[src/rtl/parity_ctrl_pkg.sv]
// Shared definitions for the parity batch controller: word width and FSM state encoding.
package parity_ctrl_pkg;

    localparam int WORD_W = 3;

    typedef enum logic [1:0] {
        IDLE = 2'd0,
        RUN  = 2'd1,
        DONE = 2'd2
    } state_e;

endpackage

[src/rtl/even_parity_checker.sv]
// Even-parity checker: check is 1 when data word plus parity bit has odd weight.
module even_parity_checker
    import parity_ctrl_pkg::*;
(
    input  logic [WORD_W-1:0] in,
    input  logic              parity,
    output logic              check
);

    assign check = ^{in, parity};

endmodule

[src/rtl/parity_batch_controller.sv]
// Runs a batch of N_WORDS parity-protected words through the checker over a
// valid/ready handshake, counting errors and reporting a pass/fail verdict.
module parity_batch_controller
    import parity_ctrl_pkg::*;
#(
    parameter int N_WORDS = 8,
    parameter int ERR_W   = 4
) (
    input  logic              clk,
    input  logic              rst,
    input  logic              start,
    input  logic              abort,
    input  logic              in_valid,
    output logic              in_ready,
    input  logic [WORD_W-1:0] in,
    input  logic              parity,
    output logic              busy,
    output logic              done,
    output logic              pass,
    output logic              last_err,
    output logic [ERR_W-1:0]  err_count
);

    localparam int                 CNT_W    = $clog2(N_WORDS + 1);
    localparam logic [CNT_W-1:0]   LAST_IDX = CNT_W'(N_WORDS - 1);
    localparam logic [ERR_W-1:0]   ERR_MAX  = '1;

    state_e           state_q, state_d;
    logic [CNT_W-1:0] cnt_q, cnt_d;
    logic [ERR_W-1:0] err_q, err_d;
    logic             last_err_q, last_err_d;
    logic             pass_q, pass_d;
    logic             check;

    even_parity_checker u_checker (
        .in     (in),
        .parity (parity),
        .check  (check)
    );

    always_ff @(posedge clk or posedge rst) begin
        if (rst) begin
            state_q    <= IDLE;
            cnt_q      <= '0;
            err_q      <= '0;
            last_err_q <= 1'b0;
            pass_q     <= 1'b0;
        end else begin
            state_q    <= state_d;
            cnt_q      <= cnt_d;
            err_q      <= err_d;
            last_err_q <= last_err_d;
            pass_q     <= pass_d;
        end
    end

    always_comb begin
        state_d    = state_q;
        cnt_d      = cnt_q;
        err_d      = err_q;
        last_err_d = last_err_q;
        pass_d     = pass_q;
        in_ready   = 1'b0;
        busy       = 1'b0;
        done       = 1'b0;

        case (state_q)
            IDLE: begin
                if (start) begin
                    state_d    = RUN;
                    cnt_d      = '0;
                    err_d      = '0;
                    last_err_d = 1'b0;
                    pass_d     = 1'b0;
                end
            end
            RUN: begin
                busy     = 1'b1;
                in_ready = !abort;
                // Abort takes priority: a word offered alongside abort is dropped.
                if (abort) begin
                    state_d = IDLE;
                    pass_d  = 1'b0;
                end else if (in_valid) begin
                    cnt_d      = cnt_q + 1'b1;
                    last_err_d = check;
                    if (check && (err_q != ERR_MAX)) begin
                        err_d = err_q + 1'b1;
                    end
                    if (cnt_q == LAST_IDX) begin
                        state_d = DONE;
                    end
                end
            end
            DONE: begin
                done    = 1'b1;
                pass_d  = (err_q == '0);
                state_d = IDLE;
            end
            default: begin
                state_d = IDLE;
            end
        endcase
    end

    assign pass      = pass_q;
    assign last_err  = last_err_q;
    assign err_count = err_q;

endmodule

[config.mk]
export PLATFORM = sky130hd
export DESIGN_NAME = parity_batch_controller
export DESIGN_NICKNAME = d
export VERILOG_FILES = /design/src/rtl/parity_ctrl_pkg.sv /design/src/rtl/even_parity_checker.sv /design/src/rtl/parity_batch_controller.sv
export SDC_FILE = /design/constraint.sdc
export NUM_CORES = 1
export LEC_CHECK = 0
export BUFFER_PORTS_ARGS = -buffer_cell sky130_fd_sc_hd__buf_2
export CORE_MARGIN = 4
export CORE_UTILIZATION = 25
export DETAILED_ROUTE_END_ITERATION = 16
export GPL_TIMING_DRIVEN = 1
export PLACE_DENSITY = 0.41
export SYNTH_ARGS = -nofsm -noshare
export SYNTH_HDL_FRONTEND = slang
export SYNTH_HIERARCHICAL = 1
export SYNTH_SLANG_ARGS = --single-unit
[constraint.sdc]
create_clock -name clk -period 2.39 [get_ports clk]
set_input_delay 0.1195 -clock clk [delete_from_list [all_inputs] [get_ports clk]]
set_output_delay 0.1195 -clock clk [all_outputs]
set_load 0.02 [all_outputs]
==> flow_metrics.tcl <==
set metrics [dict create \
    status "complete, no violations" \
    crit_arrival_ps 1960 \
    combPwrFrac_pct 20.9 \
    cts_tree "built" \
    grt_max_degree 13 \
    p_leak_nw 0.418 \
    hold_buffers 1 \
    synth_area_per_cell_um2 9.16 \
    yosys.area_share.simple_pct 27.3 \
    initial_core_util_pct 26.4 \
    setup_viol 0 \
    via_per_inst 4.51 \
    top_level_ports 18 \
    synth_top_family_by_area "simple AND/OR/NAND/NOR gates" \
    ys_top_cells_by_count "13 x nand2_1, 12 x dfrtp_1, 6 x nor2_1, 6 x o21ai_0" \
    max_cap_violations 0 \
    cp.depth 5 \
    syn_area_um2 659 \
    reg2reg_to "err_count[3]$_DFFE_PP0P_" \
    placed_area_um2 771 \
    routed_wl_mm 1.44 \
    nNetsFinal 106 \
    finalHoldViolCount 0 \
    synth_xor_area_share_pct 3.98 \
    endpoint_kind "register" \
    gp_congestion 0.743 \
    num_vias 555 \
    clk_transition_reported_paths_ps 80 \
    numPortBuffers 17 \
    multi_input_area_um2 329 \
    ys_seq_area_share_pct 45.5 \
    skew_ps 1.74 \
    synth-seq-cells 12 \
    path_delay_family "simple AND/OR/NAND/NOR gates" \
    cp_cell_sequence "ha_1 -> and3_1 -> a221o_1 -> or3_1 -> a21oi_1" \
    clk_latency_ps 270 \
    netlist_instances 72 \
    hp-class "in2reg" \
    cp_max_fo 5 \
    required_ps 2590 \
    worst_pin_slew_ps 468 \
    synth_ff_type "dfrtp_1" \
    critPathSlowestCell "dfrtp_1" \
    p_sw_share_pct 29.8 \
    async_reset_ff_share_pct 100 \
    synth_top_area_share_pct 45.5 \
    crit_path_start_kind "register" \
    drive_gt1_share_pct 25.8 \
    grt_pass1_vias 576 \
    min_from "in_valid" \
    seqCellArea_um2 300 \
    cts_setup_buffers 0 \
    grt_pass1_wl_mm 2.53 \
    ys_types 27 \
    power_frac_clock_pct 32.1 \
    synth_compound_area_share_pct 11.2 \
    r2r_slack_ps 630 \
    fin_crit_sh_pct 73.5 \
    yosys.area.top_type "dfrtp_1" \
    antenna_left 0 \
    path_buf_inv 0 \
    synth.most_common_cell "nand2_1" \
    synth_nets 84 \
    die_w_um 59.4 \
    fmax_mhz 569 \
    synthAdderAreaFrac_pct 5.69 \
    intPower_mw 0.355 \
    die_h_um 59.4 \
    core_area_um2 2500 \
    antenna_found_initial 0 \
    cts_made_buffers 3 \
    nFillCells 253 \
    switching_power_mw 0.150 \
    num_antenna_cells 0 \
    yosysWarnings 6 \
    critPathMaxStageDelay_ps 410 \
    dieArea_um2 3520 \
    cts.path.max_buffers 2 \
    muxShareOfSynthArea_pct 1.71 \
    timing.rr.start "err_count[0]$_DFFE_PP0P_" \
    period_minus_slack_ps 1760 \
    design_area_um2 817 \
    wl_per_cell_um 11.7 \
    criticalPathCategory "reg2reg" \
    syn2layout_area_growth_pct 23.9 \
    crit_end "err_count[3]$_DFFE_PP0P_" \
    drc 0 \
    fin_tns_setup_ps 0 \
    cellPowerDensity_nw_per_um2 618 \
    first_pass_iters 4 \
    grt_overflow_total 0 \
    grt_util_all_layers_pct 9.43 \
    cts.htree.levels 1 \
    drv_slew 0 \
    slew_headroom_pct 68.8 \
    drtIter0Drc 7 \
    numClockSinks 12 \
    vdd_drop_max_mv 0.221 \
    r2r_cells 5 \
    seqPwrFrac_pct 47.0 \
    rsz0062_at_grt "false" \
    synth_edf_count 0 \
    cp-startpoint "err_count[0]$_DFFE_PP0P_" \
    cts-root-buf "clkbuf_4" \
    synthTopCellsByArea "dfrtp_1 46%, nand2_1 7.4%, ha_1 5.7%" \
    ctsResizeCount 0 \
    num_rows 18 \
    holdWs_ps 143 \
    post-dp-hpwl_mm 1.15 \
]
[kinds of logic (layout without fill, tap and decap cells)]
family,count (synthesis),count (layout)
buffers and inverters,6,27
DFF,12,12
and+or+nand+nor,35,35
muxes,1,1
AOI/OAI and AO/OA,12,12
adders and majority gates,3,3
xor gates and xnor gates,3,3
[layer usage]
metal	global-route usage, %	up-vias	routed length, um
li1	-	290	-
met1	12.6	248	681
met2	13.9	15	662
met3	3.05	2	84
met4	3.88	0	12
met5	0	-	0
[state kept, by name, indices dropped and copies added, names as in the netlist]
name / count
cnt_q: 4
err_count: 4
last_err: 1
pass: 1
state_q: 2
[final cells by class]
class | instances | area share, %
timing repair buffer | 18 | 11.6
sequential | 12 | 36.8
multi-input combinational | 54 | 40.3
tap | 30 | 4.59
inverter | 5 | 2.30
clock buffer | 4 | 4.44
[power groups by stage]
stage          sequential [mW]  clock, mW  combinational, mW
4_1_cts                  0.238      0.169              0.108
6_report                 0.238      0.162              0.106
2_1_floorplan            0.244          0             0.0719
3_3_place_gp             0.241          0              0.107
3_5_place_dp             0.242          0              0.106
5_1_grt                  0.241      0.179              0.120
[worst reg2reg max path, delay by kind of cell (launching register included)]
kind	cells	cell delay (ps)
DFF	1	410
and+or+nand+nor	2	550
AOI/OAI and AO/OA	2	490
adders and majority gates	1	240
[worst min-delay path by stage]
stage / end / slack (ps) / depth (start not counted)
floorplan: cnt_q[0]$_DFFE_PP0P_ / -20 / 1
global placement: cnt_q[1]$_DFFE_PP0P_ / 170 / 2
detailed placement: last_err$_DFFE_PP0P_ / 170 / 2
CTS: state_q[1]$_DFFE_PP0P_ / 140 / 3
global route: cnt_q[0]$_DFFE_PP0P_ / 160 / 3
finish: state_q[1]$_DFFE_PP0P_ / 140 / 3
[placed cells by master, fill, tap and decap left out, drive strengths merged]
cell type,instances
buf,17
nand2,13
dfrtp,12
o21ai,7
nor2,6
nand3,5
inv,5
clkbuf,4
ha,3
nor3,2
xnor2,2
nand2b,2
and4bb,1
nand4b,1
and3,1
a221o,1
nor3b,1
o31ai,1
mux2,1
nor2b,1
o211ai,1
a22o,1
or3,1
a21oi,1
nand4,1
dlygate4sd3,1
xor2,1
[through the flow]
| stage | std cells | worst slack (ps) | power, mW | util (%) |
|---|---|---|---|---|
| 2_1_floorplan | 72 | 638 | 0.316 | - |
| 3_3_place_gp | 118 | 653 | 0.348 | 30.8 |
| 3_5_place_dp | 118 | 643 | 0.348 | 30.8 |
| 4_1_cts | 123 | 629 | 0.514 | 32.7 |
| 5_1_grt | 123 | 543 | 0.540 | 32.7 |
| 6_report | 123 | 632 | 0.505 | 32.7 |
(Power assumes the default switching activity.)
